**src/rtl/decode_stage_if.sv**
```systemverilog
// Fetch-to-decode link: fetched PC/instruction, execute's flush request,
// and the combinational stall back to fetch.
interface decode_stage_if;
  logic [31:0] pc_in;
  logic [31:0] insn_in;
  logic        do_branch;
  logic        stall;

  modport master (output pc_in, output insn_in, output do_branch, input stall);
  modport slave  (input pc_in, input insn_in, input do_branch, output stall);
endinterface

```
**src/rtl/decode_stage.sv**
```systemverilog
// Decode stage: field split, immediate extension, control generation and the D/E
// register, with load-use stall/replay through a one-entry hold buffer.
module decode_stage #(
  parameter logic [31:0] NOP_PC = 32'h0000_0000
) (
  input  logic          clock,
  input  logic          reset,
  decode_stage_if.slave fe,
  output logic          valid_out,
  output logic [31:0]   pc_out,
  output logic [5:0]    opcode_out,
  output logic [4:0]    rs_out,
  output logic [4:0]    rt_out,
  output logic [4:0]    dest_out,
  output logic [4:0]    shamt_out,
  output logic [5:0]    funct_out,
  output logic [31:0]   imm_out,
  output logic [25:0]   target_out,
  output logic          reg_write,
  output logic          mem_read,
  output logic          mem_write,
  output logic          alu_src,
  output logic          branch,
  output logic          jump,
  output logic          illegal
);
  localparam logic [5:0] OP_RTYPE = 6'h00, OP_J    = 6'h02, OP_JAL  = 6'h03;
  localparam logic [5:0] OP_BEQ   = 6'h04, OP_BNE  = 6'h05, OP_ADDIU = 6'h09;
  localparam logic [5:0] OP_SLTI  = 6'h0A, OP_ANDI = 6'h0C, OP_ORI  = 6'h0D;
  localparam logic [5:0] OP_LUI   = 6'h0F, OP_LW   = 6'h23, OP_SW   = 6'h2B;
  localparam logic [5:0] F_SLL = 6'h00, F_SRL = 6'h02, F_JR = 6'h08, F_ADD = 6'h20;
  localparam logic [5:0] F_ADDU = 6'h21, F_SUB = 6'h22, F_SUBU = 6'h23, F_AND = 6'h24;
  localparam logic [5:0] F_OR = 6'h25, F_SLT = 6'h2A;

  logic        r_hold_valid;
  logic [31:0] r_hold_pc;
  logic [31:0] r_hold_insn;

  logic [31:0] w_pc;
  logic [31:0] w_insn;
  logic        w_real;
  logic [5:0]  w_op;
  logic [5:0]  w_funct;
  logic [4:0]  w_rs;
  logic [4:0]  w_rt;
  logic [4:0]  w_rd;
  logic        w_rw;
  logic        w_mr;
  logic        w_mw;
  logic        w_as;
  logic        w_br;
  logic        w_jp;
  logic        w_il;
  logic        w_zext;
  logic        w_uses_rs;
  logic        w_uses_rt;
  logic [4:0]  w_dest;
  logic [31:0] w_imm;
  logic        w_hazard;

  // The hold buffer takes precedence over fetch; fetch sends NOP_PC while stalled.
  assign w_pc    = r_hold_valid ? r_hold_pc   : fe.pc_in;
  assign w_insn  = r_hold_valid ? r_hold_insn : fe.insn_in;
  assign w_real  = r_hold_valid | (fe.pc_in != NOP_PC);
  assign w_op    = w_insn[31:26];
  assign w_funct = w_insn[5:0];
  assign w_rs    = w_insn[25:21];
  assign w_rt    = w_insn[20:16];
  assign w_rd    = w_insn[15:11];
  assign w_imm   = w_zext ? {16'h0000, w_insn[15:0]} : {{16{w_insn[15]}}, w_insn[15:0]};

  // Opcode/funct decode into control, destination and source-use flags.
  always_comb begin
    w_rw = 1'b0; w_mr = 1'b0; w_mw = 1'b0; w_as = 1'b0;
    w_br = 1'b0; w_jp = 1'b0; w_il = 1'b0; w_zext = 1'b0;
    w_uses_rs = 1'b1; w_uses_rt = 1'b0; w_dest = 5'd0;
    case (w_op)
      OP_RTYPE: begin
        w_uses_rt = 1'b1;
        case (w_funct)
          F_ADD, F_ADDU, F_SUB, F_SUBU, F_AND, F_OR, F_SLT: begin
            w_rw = 1'b1; w_dest = w_rd;
          end
          F_SLL, F_SRL: begin
            w_rw = 1'b1; w_dest = w_rd; w_uses_rs = 1'b0;
          end
          F_JR:    begin w_jp = 1'b1; w_dest = w_rd; end
          default: w_il = 1'b1;
        endcase
      end
      OP_ADDIU, OP_SLTI: begin w_rw = 1'b1; w_as = 1'b1; w_dest = w_rt; end
      OP_ANDI, OP_ORI:   begin w_rw = 1'b1; w_as = 1'b1; w_dest = w_rt; w_zext = 1'b1; end
      OP_LUI:  begin w_rw = 1'b1; w_as = 1'b1; w_dest = w_rt; w_uses_rs = 1'b0; end
      OP_LW:   begin w_rw = 1'b1; w_mr = 1'b1; w_as = 1'b1; w_dest = w_rt; end
      OP_SW:   begin w_mw = 1'b1; w_as = 1'b1; w_uses_rt = 1'b1; end
      OP_BEQ, OP_BNE: begin w_br = 1'b1; w_uses_rt = 1'b1; end
      OP_J:    begin w_jp = 1'b1; w_uses_rs = 1'b0; end
      OP_JAL:  begin w_jp = 1'b1; w_rw = 1'b1; w_dest = 5'd31; w_uses_rs = 1'b0; end
      default: w_il = 1'b1;
    endcase
  end

  // Only a fresh fetch can be stalled; a replay's producer is always a bubble.
  assign w_hazard = valid_out & mem_read & (dest_out != 5'd0) & w_real & ~r_hold_valid
                  & ((w_uses_rs & (w_rs == dest_out)) | (w_uses_rt & (w_rt == dest_out)))
                  & ~fe.do_branch;
  assign fe.stall = w_hazard;

  // D/E pipeline register and hold buffer, flush over stall over issue.
  always_ff @(posedge clock) begin
    if (reset || fe.do_branch || w_hazard || !w_real) begin
      valid_out  <= 1'b0;
      pc_out     <= 32'h0000_0000;
      opcode_out <= 6'h00;
      rs_out     <= 5'd0;
      rt_out     <= 5'd0;
      dest_out   <= 5'd0;
      shamt_out  <= 5'd0;
      funct_out  <= 6'h00;
      imm_out    <= 32'h0000_0000;
      target_out <= 26'h000_0000;
      reg_write  <= 1'b0;
      mem_read   <= 1'b0;
      mem_write  <= 1'b0;
      alu_src    <= 1'b0;
      branch     <= 1'b0;
      jump       <= 1'b0;
      illegal    <= 1'b0;
    end else begin
      valid_out  <= 1'b1;
      pc_out     <= w_pc;
      opcode_out <= w_op;
      rs_out     <= w_rs;
      rt_out     <= w_rt;
      dest_out   <= w_dest;
      shamt_out  <= w_insn[10:6];
      funct_out  <= w_funct;
      imm_out    <= w_imm;
      target_out <= w_insn[25:0];
      reg_write  <= w_rw & (w_dest != 5'd0);
      mem_read   <= w_mr;
      mem_write  <= w_mw;
      alu_src    <= w_as;
      branch     <= w_br;
      jump       <= w_jp;
      illegal    <= w_il;
    end
    if (reset) begin
      r_hold_valid <= 1'b0;
      r_hold_pc    <= 32'h0000_0000;
      r_hold_insn  <= 32'h0000_0000;
    end else if (!fe.do_branch && w_hazard) begin
      r_hold_valid <= 1'b1;
      r_hold_pc    <= fe.pc_in;
      r_hold_insn  <= fe.insn_in;
    end else begin
      r_hold_valid <= 1'b0;
    end
  end
endmodule

```
**src/flat_wrapper.sv**
```systemverilog
// flat-port wrapper written by rule: the top's interface ports become plain ports
module decode_stage_flat 
#(
  parameter logic [31:0] NOP_PC = 32'h0000_0000
)
  (clock, reset, valid_out, pc_out, opcode_out, rs_out, rt_out, dest_out, shamt_out, funct_out, imm_out, target_out, reg_write, mem_read, mem_write, alu_src, branch, jump, illegal, fe_pc_in, fe_insn_in, fe_do_branch, fe_stall);
  decode_stage_if fe_i ();
  input  logic clock;
  input  logic reset;
  output logic valid_out;
  output logic [31:0] pc_out;
  output logic [5:0] opcode_out;
  output logic [4:0] rs_out;
  output logic [4:0] rt_out;
  output logic [4:0] dest_out;
  output logic [4:0] shamt_out;
  output logic [5:0] funct_out;
  output logic [31:0] imm_out;
  output logic [25:0] target_out;
  output logic reg_write;
  output logic mem_read;
  output logic mem_write;
  output logic alu_src;
  output logic branch;
  output logic jump;
  output logic illegal;
  input wire logic [$bits(fe_i.pc_in)-1:0] fe_pc_in;
  input wire logic [$bits(fe_i.insn_in)-1:0] fe_insn_in;
  input wire logic [$bits(fe_i.do_branch)-1:0] fe_do_branch;
  output wire logic [$bits(fe_i.stall)-1:0] fe_stall;
  assign fe_i.pc_in = fe_pc_in;
  assign fe_i.insn_in = fe_insn_in;
  assign fe_i.do_branch = fe_do_branch;
  assign fe_stall = fe_i.stall;
  decode_stage #(.NOP_PC(NOP_PC)) u_core (.clock(clock), .reset(reset), .fe(fe_i), .valid_out(valid_out), .pc_out(pc_out), .opcode_out(opcode_out), .rs_out(rs_out), .rt_out(rt_out), .dest_out(dest_out), .shamt_out(shamt_out), .funct_out(funct_out), .imm_out(imm_out), .target_out(target_out), .reg_write(reg_write), .mem_read(mem_read), .mem_write(mem_write), .alu_src(alu_src), .branch(branch), .jump(jump), .illegal(illegal));
endmodule
```
**config.mk**
```make
export PLATFORM = sky130hd
export DESIGN_NAME = decode_stage_flat
export DESIGN_NICKNAME = d
export VERILOG_FILES = /design/src/rtl/decode_stage_if.sv /design/src/rtl/decode_stage.sv /design/src/flat_wrapper.sv
export SDC_FILE = /design/constraint.sdc
export NUM_CORES = 1
export LEC_CHECK = 0
export ABC_AREA = 1
export CELL_PAD_IN_SITES_DETAIL_PLACEMENT = 1
export CELL_PAD_IN_SITES_GLOBAL_PLACEMENT = 1
export CORE_MARGIN = 2
export CORE_UTILIZATION = 35
export CTS_BUF_LIST = sky130_fd_sc_hd__clkbuf_4 sky130_fd_sc_hd__clkbuf_8
export CTS_CLUSTER_SIZE = 14
export DETAILED_ROUTE_END_ITERATION = 8
export PLACE_DENSITY = 0.87
export SLEW_MARGIN = 10
export SYNTH_ARGS = -nofsm -noshare
export SYNTH_HDL_FRONTEND = slang
export SYNTH_SLANG_ARGS = --single-unit
```
**constraint.sdc**
```tcl
create_clock -name clock -period 5.87 [get_ports clock]
set_clock_uncertainty 0.15 [all_clocks]
set_input_delay 1.174 -clock clock [delete_from_list [all_inputs] [get_ports clock]]
set_output_delay 1.174 -clock clock [all_outputs]
set_load 0.02 [all_outputs]
```
==> metrics.log <==
[metrics] run status: completed
[metrics] maximum frequency from static timing analysis: 0.216 GHz
[metrics] cell depth of the worst hold path: 2
[metrics] total congestion overflow: 0
[metrics] synth cell count leaders: 205 x nor2_1, 179 x nand2_1, 143 x dfxtp_1, 61 x buf_4, 44 x inv_1
[metrics] Crit-path slowest cell: clkdlybuf4s50_1
[metrics] CTS Sinks: 143
[metrics] Cell Chain, Critical Path: clkdlybuf4s50_1, inv_1, nand2_1, nand2_1, nor2_1, nand4_1, nand3_2, nand2_1, nand2_2, nand2_4, inv_2, clkdlybuf4s50_1
[metrics] total die area: 0.0188 mm2
[metrics] element type at the critical path start: primary input
[metrics] Residual DRC: 0
[metrics] R2R depth: 17
[metrics] worst hold margin: 0.308 ns
[metrics] EDFF count, synth: 0
[metrics] boundary pin count: 198
[metrics] Mapped Nets: 917
[metrics] number of synthesized register bits: 143
[metrics] most used standard cell by instance count after synthesis: nor2_1
[metrics] Avg Inst Size Synth: 7.28 um2
[metrics] Core Rows: 48
[metrics] Die Y: 137 um
[metrics] clock latency reported for the late side of the worst-skew pair: 0.44 ns
[metrics] number of warnings reported in the yosys synthesis log: 0
[metrics] buffers plus inverters on the worst setup path: 4
[metrics] post-synth top area share: 46.3%
[metrics] Final HPWL DP: 12800 um
[metrics] critical path peak fanout: 3
[metrics] number of distinct standard cells referenced by the synthesized netlist: 31
[metrics] total via count after detailed routing: 5841
[metrics] post-route antenna net violation count: 0
[metrics] Max-cap violations: 0
[metrics] Worst Min Path Start: u_core.r_hold_pc[14]
[metrics] Final Hold Viols: 0
[metrics] setup repair after global routing missed its margin: no
[metrics] floorplan core area: 0.0173 mm2
[metrics] family of cells with the greatest summed delay on the critical path: buffers and inverters
[metrics] RR Startpoint: u_core.r_hold_valid
[metrics] post-synthesis sequential area ratio: 46.3%
[metrics] clock slew at reported path FFs: 0.08 ns
[metrics] first drt pass iteration count: 5
[metrics] CP required: 4.55 ns
[metrics] Synth async-reset ratio: 0%
[metrics] Synth area leaders: dfxtp_1 46%, nor2_1 12%, nand2_1 11%
[metrics] type of element capturing the critical path: output pin
[metrics] path type of the worst setup path: primary input to output pin
[metrics] post-layout instance count excluding filler cells: 1212
[metrics] via count normalized by instance count: 4.82
[metrics] IO Port Bufs: 197
[metrics] max-slew violation total from the final report: 0
[metrics] count of hold buffers inserted by post-cts repair: 0
[metrics] TritonCTS clock tree: yes
[metrics] number of CTS-inserted buffers: 17
[metrics] final setup TNS: 0 ns
[metrics] overall fraction of global-route tracks in use: 20.6%
[metrics] maximum number of pins on one net before global-route repair: 67
[metrics] Cells after Synth: 850
[metrics] leading area contributor after synthesis: dfxtp_1
[metrics] DR WL/cell: 15.6 um
[metrics] time the final worst path needs with I/O delays and setup: 4.63 ns
[metrics] arrival time of the worst setup path: 3.30 ns
[metrics] largest buffer count on any clock path: 2
[metrics] placed cells: 1181
[metrics] setup-violating endpoint count in the final report: 0
[metrics] class of the most critical hold timing path: flop to flop
[metrics] Slew headroom: 26.2%
[metrics] horizontal die dimension: 137 um
[metrics] first-pass GRT wire length: 30100 um
[metrics] Crit Reg-Reg Endpoint: u_core.imm_out[16]
[metrics] crit-path max cell delay: 0.61 ns
[metrics] post-CTS setup buffers: 0
[metrics] hold worst-path end: u_core.pc_out[14]
[metrics] Pwr per Cell Area: 249 mW/mm2
[metrics] reg2reg setup slack: 1.82 ns
[metrics] maximum vdd ir drop: 0.142 mV
[metrics] cell area after technology mapping: 0.00619 mm2
[metrics] antenna violations before repair: 0
[metrics] CP most frequent cell: nand2_1
[metrics] slew at the pin closest to its max-slew limit: 1.11 ns
[metrics] cells resized by post-CTS repair: 0
[metrics] final routed wirelength across all metal layers: 18900 um
[metrics] static leakage: 3.24 nW
[metrics] H-tree depth reported by CTS: 4
[metrics] number of global-route vias before repair: 5973
[metrics] global placer's final weighted congestion: 0.830
[metrics] fin crit share: 78.8%
[metrics] total inserted antenna cells: 0
[metrics] most frequently used flop master after synthesis: dfxtp_1
[metrics] final net count: 1042
[metrics] Layout Utilization: 47.3%
[metrics] effective utilization at floorplan: 35.8%
[metrics] layout cells sized above 1: 5.57%
[metrics] Area Growth Syn to Fin: 32.3%
[metrics] DRC violation total after the first TritonRoute iteration: 195
[metrics] total power draw: 2.04 mW
[metrics] root buffer cell: clkbuf_8
[cells in the final DEF, fill, tap and decap left out, drive strengths merged, types with 5 or more instances in the layout]
cell and instances:
dfxtp 143, clkbuf 18, clkdlybuf4s50 197, nor2 209, nand2 184, inv 50
buf 5, o21ai 82, nand4 7, a21oi 42, nand3 20, clkinv 9
[metrics by stage]
stage / setup WS [ns] / cell area (um2)
floorplan: 2.37 / 6190
global placement: 1.30 / 7800
detailed placement: 1.25 / 7800
CTS: 1.21 / 8180
global route: 0.999 / 8180
finish: 1.24 / 8180
[power breakdown]
group	switching, mW	internal [mW]	total (mW)
clock	0.396	0.388	0.784
combinational	0.133	0.122	0.255
sequential	0.0102	0.988	0.998
[cell families after synthesis]
kind of cell              Yosys count  synth area share [%]
AOI/OAI and AO/OA                 130                  10.8
xor gates and xnor gates            2                 0.283
buffers and inverters             146                  14.3
DFF                               143                  46.3
muxes                               4                 0.647
and+or+nand+nor                   425                  27.7
[worst max path at each step]
| stage | start | to | slack [ns] | cells past startpoint |
|---|---|---|---|---|
| finish | fe_insn_in[31] | fe_stall | 1.24 | 12 |
| global route | u_core.r_hold_valid | fe_stall | 1.0 | 11 |
| CTS | u_core.r_hold_valid | fe_stall | 1.21 | 11 |
| detailed placement | fe_insn_in[27] | fe_stall | 1.25 | 12 |
| global placement | fe_pc_in[26] | u_core.target_out[20] | 1.30 | 14 |
| floorplan | fe_insn_in[31] | fe_stall | 2.37 | 10 |
[per-layer routing]
metal / global-route usage (%) / part of all wire [%] / vias to the layer above
met5: 0 / 0 / -
met4: 8.02 / 2.0 / 0
met3: 5.07 / 5.4 / 27
met2: 37.5 / 51 / 166
met1: 22.8 / 41 / 2787
li1: - / - / 2861
[state kept, by name (all words and copies together), names as in the netlist]
| name | cells |
|---|---|
| u_core.alu_src | 1 |
| u_core.reg_write | 1 |
| u_core.mem_write | 1 |
| u_core.valid_out | 1 |
| u_core.branch | 1 |
| u_core.r_hold_insn | 32 |
| u_core.r_hold_pc | 32 |
| u_core.pc_out | 32 |
| u_core.mem_read | 1 |
| u_core.imm_out | 1 |
| u_core.r_hold_valid | 1 |
| u_core.illegal | 1 |
| u_core.jump | 1 |
| u_core.dest_out | 5 |
| u_core.opcode_out | 6 |
| u_core.target_out | 26 |
[worst reg2reg max path, stage by stage, from the launching register on]
cell and delay, ns:
dfxtp_4 0.62, buf_4 0.57, nand2_1 0.16, o21ai_1 0.19, nand2_1 0.09, inv_1 0.05, nand3_1 0.11, clkinv_1 0.07
nand2_1 0.05, nand3_1 0.09, nand2_2 0.06, nand2_4 0.06, buf_4 0.62, nand2_2 0.50, buf_12 0.36, inv_2 0.10
nand2_1 0.05, nor2_1 0.08
[layout make-up]
class / count / area, um2
Fill cell: 2126 / 9110
Sequential cell: 143 / 2870
Multi-Input combinational cell: 561 / 2440
Timing Repair Buffer: 202 / 2020
Tap cell: 225 / 282
Clock buffer: 18 / 248
Inverter: 50 / 188
Clock inverter: 13 / 140
(Power assumes the default switching activity.)
